<file path="config.mk">
export PLATFORM = sky130hd
export DESIGN_NAME = gate_check_sequencer
export DESIGN_NICKNAME = d
export VERILOG_FILES = /design/src/rtl/gate_check_sequencer.sv
export SDC_FILE = /design/constraint.sdc
export NUM_CORES = 1
export LEC_CHECK = 0
export CORE_MARGIN = 3
export CORE_UTILIZATION = 25
export CTS_CLUSTER_SIZE = 10
export DETAILED_ROUTE_END_ITERATION = 10
export SYNTH_ARGS = -nofsm -noshare
export SYNTH_HDL_FRONTEND = slang
export SYNTH_SLANG_ARGS = --single-unit
</file>
<file path="constraint.sdc">
create_clock -name clk -period 2.6 [get_ports clk]
set_clock_uncertainty 0.2 [all_clocks]
set_input_delay 0.26 -clock clk [delete_from_list [all_inputs] [get_ports clk]]
set_output_delay 0.26 -clock clk [all_outputs]
set_load 0.01 [all_outputs]
</file>
<file path="src/rtl/gate_check_sequencer.sv">
// Self-test harness for the MUX2X1 gate-equivalence block: sweeps {a,b} through 00..11 for
// N_PASSES sweeps, samples fail_i after SETTLE_CYCLES, and keeps a saturating error count.
module gate_check_sequencer #(
  parameter int N_PASSES      = 4,
  parameter int SETTLE_CYCLES = 1,
  parameter int CNT_W         = 8
) (
  input  logic             clk,
  input  logic             rst,
  input  logic             start,
  output logic             a_o,
  output logic             b_o,
  input  logic             fail_i,
  output logic             busy,
  output logic             done,
  output logic             pass,
  output logic [CNT_W-1:0] err_cnt,
  output logic             first_fail_vld,
  output logic [1:0]       first_fail_vec
);

  localparam int SW = (SETTLE_CYCLES > 1) ? $clog2(SETTLE_CYCLES) : 1;
  localparam int PW = (N_PASSES > 1) ? $clog2(N_PASSES) : 1;
  localparam logic [CNT_W-1:0] ERR_MAX    = {CNT_W{1'b1}};
  localparam logic [SW-1:0]    SETTLE_END = SW'(SETTLE_CYCLES - 1);
  localparam logic [PW-1:0]    SWEEP_END  = PW'(N_PASSES - 1);

  typedef enum logic [1:0] {IDLE, SETTLE, SAMPLE, DONE} state_t;

  state_t          state_q;
  logic [1:0]      vec_q;
  logic [PW-1:0]   sweep_q;
  logic [SW-1:0]   settle_q;
  logic [CNT_W-1:0] err_d;
  logic [1:0]      vec_d;
  logic            last_vec;

  always_comb begin
    err_d = err_cnt;
    if (fail_i && (err_cnt != ERR_MAX)) begin
      err_d = err_cnt + 1'b1;
    end
    vec_d    = vec_q + 2'd1;
    last_vec = (vec_q == 2'b11) && (sweep_q == SWEEP_END);
  end

  always_ff @(posedge clk) begin
    if (rst) begin
      state_q        <= IDLE;
      vec_q          <= 2'b00;
      sweep_q        <= '0;
      settle_q       <= '0;
      a_o            <= 1'b0;
      b_o            <= 1'b0;
      busy           <= 1'b0;
      done           <= 1'b0;
      pass           <= 1'b0;
      err_cnt        <= '0;
      first_fail_vld <= 1'b0;
      first_fail_vec <= 2'b00;
    end else begin
      case (state_q)
        IDLE, DONE: begin
          if (start) begin
            state_q        <= SETTLE;
            vec_q          <= 2'b00;
            sweep_q        <= '0;
            settle_q       <= '0;
            a_o            <= 1'b0;
            b_o            <= 1'b0;
            busy           <= 1'b1;
            done           <= 1'b0;
            pass           <= 1'b0;
            err_cnt        <= '0;
            first_fail_vld <= 1'b0;
            first_fail_vec <= 2'b00;
          end
        end
        SETTLE: begin
          if (settle_q == SETTLE_END) begin
            settle_q <= '0;
            state_q  <= SAMPLE;
          end else begin
            settle_q <= settle_q + 1'b1;
          end
        end
        SAMPLE: begin
          if (fail_i) begin
            err_cnt <= err_d;
            if (!first_fail_vld) begin
              first_fail_vld <= 1'b1;
              first_fail_vec <= vec_q;
            end
          end
          if (last_vec) begin
            state_q <= DONE;
            vec_q   <= 2'b00;
            sweep_q <= '0;
            a_o     <= 1'b0;
            b_o     <= 1'b0;
            busy    <= 1'b0;
            done    <= 1'b1;
            // err_d only moves when fail_i is high, so this is the post-update count.
            pass    <= (err_d == '0);
          end else begin
            state_q <= SETTLE;
            vec_q   <= vec_d;
            a_o     <= vec_d[1];
            b_o     <= vec_d[0];
            if (vec_q == 2'b11) begin
              sweep_q <= sweep_q + 1'b1;
            end
          end
        end
        default: state_q <= IDLE;
      endcase
    end
  end

endmodule
</file>
==> metrics <==
CTS tree=yes; CTS root buf=clkbuf_8; # Post-CTS Setup Buffers=0; DP Cell Count=214; setup_tns=0 ns; Final HPWL DP=2120 µm; RSZ-0062 raised after global routing=false; share of the synthesized area in the top cell type=33.5%; first-pass GRT wire length=5000 µm; Sw Ratio=37.7%; syn_nets=159; Synth async-reset ratio=0%; hold-critical path endpoint=sweep_q[0]; Max clock buf depth=2; number of flops mapped to enable cells by yosys=0; post_cts resized=0; hold-fix buffer count after cts=0; worst relative slew slack=64.9%; largest fanout on the critical path=7; startpoint types=register; hold depth=2; power share of the combinational group=37.7%; PwrDens=660 nW/µm²; Layout fillers=473; final worst-path cycle share=87.9%; Max Clk Rate=0.438 GHz; NumNets Final=176; sequential fraction of the synthesis area=33.5%; Clk Latency, worst-skew pair=0.26 ns; synth unique cells=38; htree depth=1; Slew @ Worst Pin=0.512 ns; initial antenna violation count=0; CP required=2.54 ns; non-filler cells, final=218; Worst-path clk slew=0.08 ns; Area after DPL=1410 µm²; Num CTS Buffers=3; register bit total from synthesis=20; IO Pins=20; DR iter-0 viols=51; critical path data arrival time=2.23 ns; number of diodes=0; worst r2r src=state_q[0]; Row Count=24; Initial Utilization=26.7%; flop2flop setup slack=0.31 ns; via count=1145; Vias/cell=5.25; full die area=5650 µm²; routability cong.=0.874; synth warn=0; Area contributors post-synth=dfxtp_1 (34%), nor2_1 (6.9%), a21oi_1 (6.3%), ha_1 (5.2%), nand2_1 (4.1%); Cells after Synth=150; Min Hold Slack=0.293 ns; worst r2r dst=err_cnt[1]; fin area=1460 µm²; most frequent cells in the layout=nor2_1 (22), dfxtp_1 (20), clkdlybuf4s50_1 (19); Setup crit end kind=register; Worst Hold Class=register to register; status=finished clean; WL/cell=13.8 µm; clock power share=25.5%; Most used DFF post-synth=dfxtp_1; Peak VDD IR=0.000186 V; DRT antenna net count=0; Port Buffers=19; Lkg Pwr=0.494 nW; WS Path Type=register to register; Die X=75.1 µm; TritonCTS Sinks=20; Max-cap violations=0; grt ovf=0; HP Start=sweep_q[0]; syn_area_per_cell=7.97 µm²; largest net degree at the start of global routing=13; fin util=32.7%; global-route usage over all layers=11.5%; Final setup viols=0; cell taking the most area after synthesis=dfxtp_1; vias in the first global route=1051; DRT Pass-1 Iters=4; Mapped Area=1190 µm²; Die Y=75.1 µm; sequential share of power=36.7%; R2R cell count=7; layout cells sized above 1=9.64%; core area=4470 µm²; DRC violations left=0; crit path from=state_q[0]; min Tclk post-route=2.29 ns; Fin. Hold Viols=0; Pint=0.601 mW; Layout area overhead=22.4%; commonest non-fill, non-tap cell in the layout=nor2_1; final wirelength=3010 µm; sw power=0.364 mW; fin. max-slew vios=0
-- layer usage --
layer	vias up	track usage [%]	share of wire [%]
met5	-	0	0
met4	0	5.05	2.1
met3	5	2.94	4.9
met2	24	15.6	42
met1	529	17.0	51
li1	587	-	-
-- synth_stat cells, types with 2 or more instances --
cell,instances
a311oi_1,2
clkbuf_1,4
ha_1,5
a31oi_1,4
nand3_1,6
nand2_1,13
o21ai_0,9
a32oi_1,2
nor3_1,8
buf_4,2
and3_1,3
inv_1,5
a22oi_1,3
nand4_1,3
nor2_1,22
dfxtp_1,20
mux2i_1,2
a21oi_1,15
or3b_2,2
buf_6,2
-- critical path: stages (launching register included) --
cell and delay [ns]:
dfxtp_1 0.36, inv_1 0.06, ha_1 0.37, mux2i_1 0.25, a21oi_1 0.44, o21ai_0 0.23
a32oi_1 0.20, nor2_1 0.05
-- power groups by stage --
| stage | Combinational [mW] | Sequential, mW | Clock, mW |
|---|---|---|---|
| 3_5_place_dp | 0.361 | 0.362 | 0 |
| 4_1_cts | 0.363 | 0.355 | 0.255 |
| 2_1_floorplan | 0.268 | 0.363 | 0 |
| 5_1_grt | 0.409 | 0.359 | 0.263 |
| 3_3_place_gp | 0.361 | 0.362 | 0 |
| 6_report | 0.364 | 0.355 | 0.247 |
-- sequential cells by signal, summed over array words and instances (netlist names) --
| signal | count |
|---|---|
| err_cnt | 8 |
| first_fail_vec | 2 |
| state_q | 2 |
| sweep_q | 2 |
| a_o | 1 |
| b_o | 1 |
| busy | 1 |
| done | 1 |
| first_fail_vld | 1 |
| pass | 1 |
-- final cells by class --
cell class / instances / area [µm²] / area share [%]
Inverter: 5 / 18.8 / 1.28
Sequential cell: 20 / 400 / 27.4
Multi-Input combinational cell: 116 / 718 / 49.1
Tap cell: 52 / 65.1 / 4.45
Clock buffer: 4 / 55.1 / 3.76
Timing Repair Buffer: 21 / 205 / 14.0
-- cell families after synthesis --
logic type | share of synthesized area (%)
xor+xnor | 0.733
buf+inv | 6.39
fa+ha+maj | 5.24
flops | 33.5
simple gates | 26.7
compound gates | 25.8
mux | 1.68
-- metrics by stage --
stage          worst slack (ns)  power [mW]
6_report                  0.315       0.966
2_1_floorplan             0.601       0.631
4_1_cts                   0.292       0.973
3_3_place_gp              0.289       0.723
3_5_place_dp              0.297       0.723
5_1_grt                   0.101        1.03
-- worst max-delay path by stage --
stage	to	slack [ns]
6_report	err_cnt[1]	0.31
5_1_grt	err_cnt[0]	0.10
4_1_cts	err_cnt[1]	0.29
3_5_place_dp	err_cnt[1]	0.30
3_3_place_gp	pass	0.29
2_1_floorplan	pass	0.60
No activity file was read; power rests on OpenSTA's default activity.
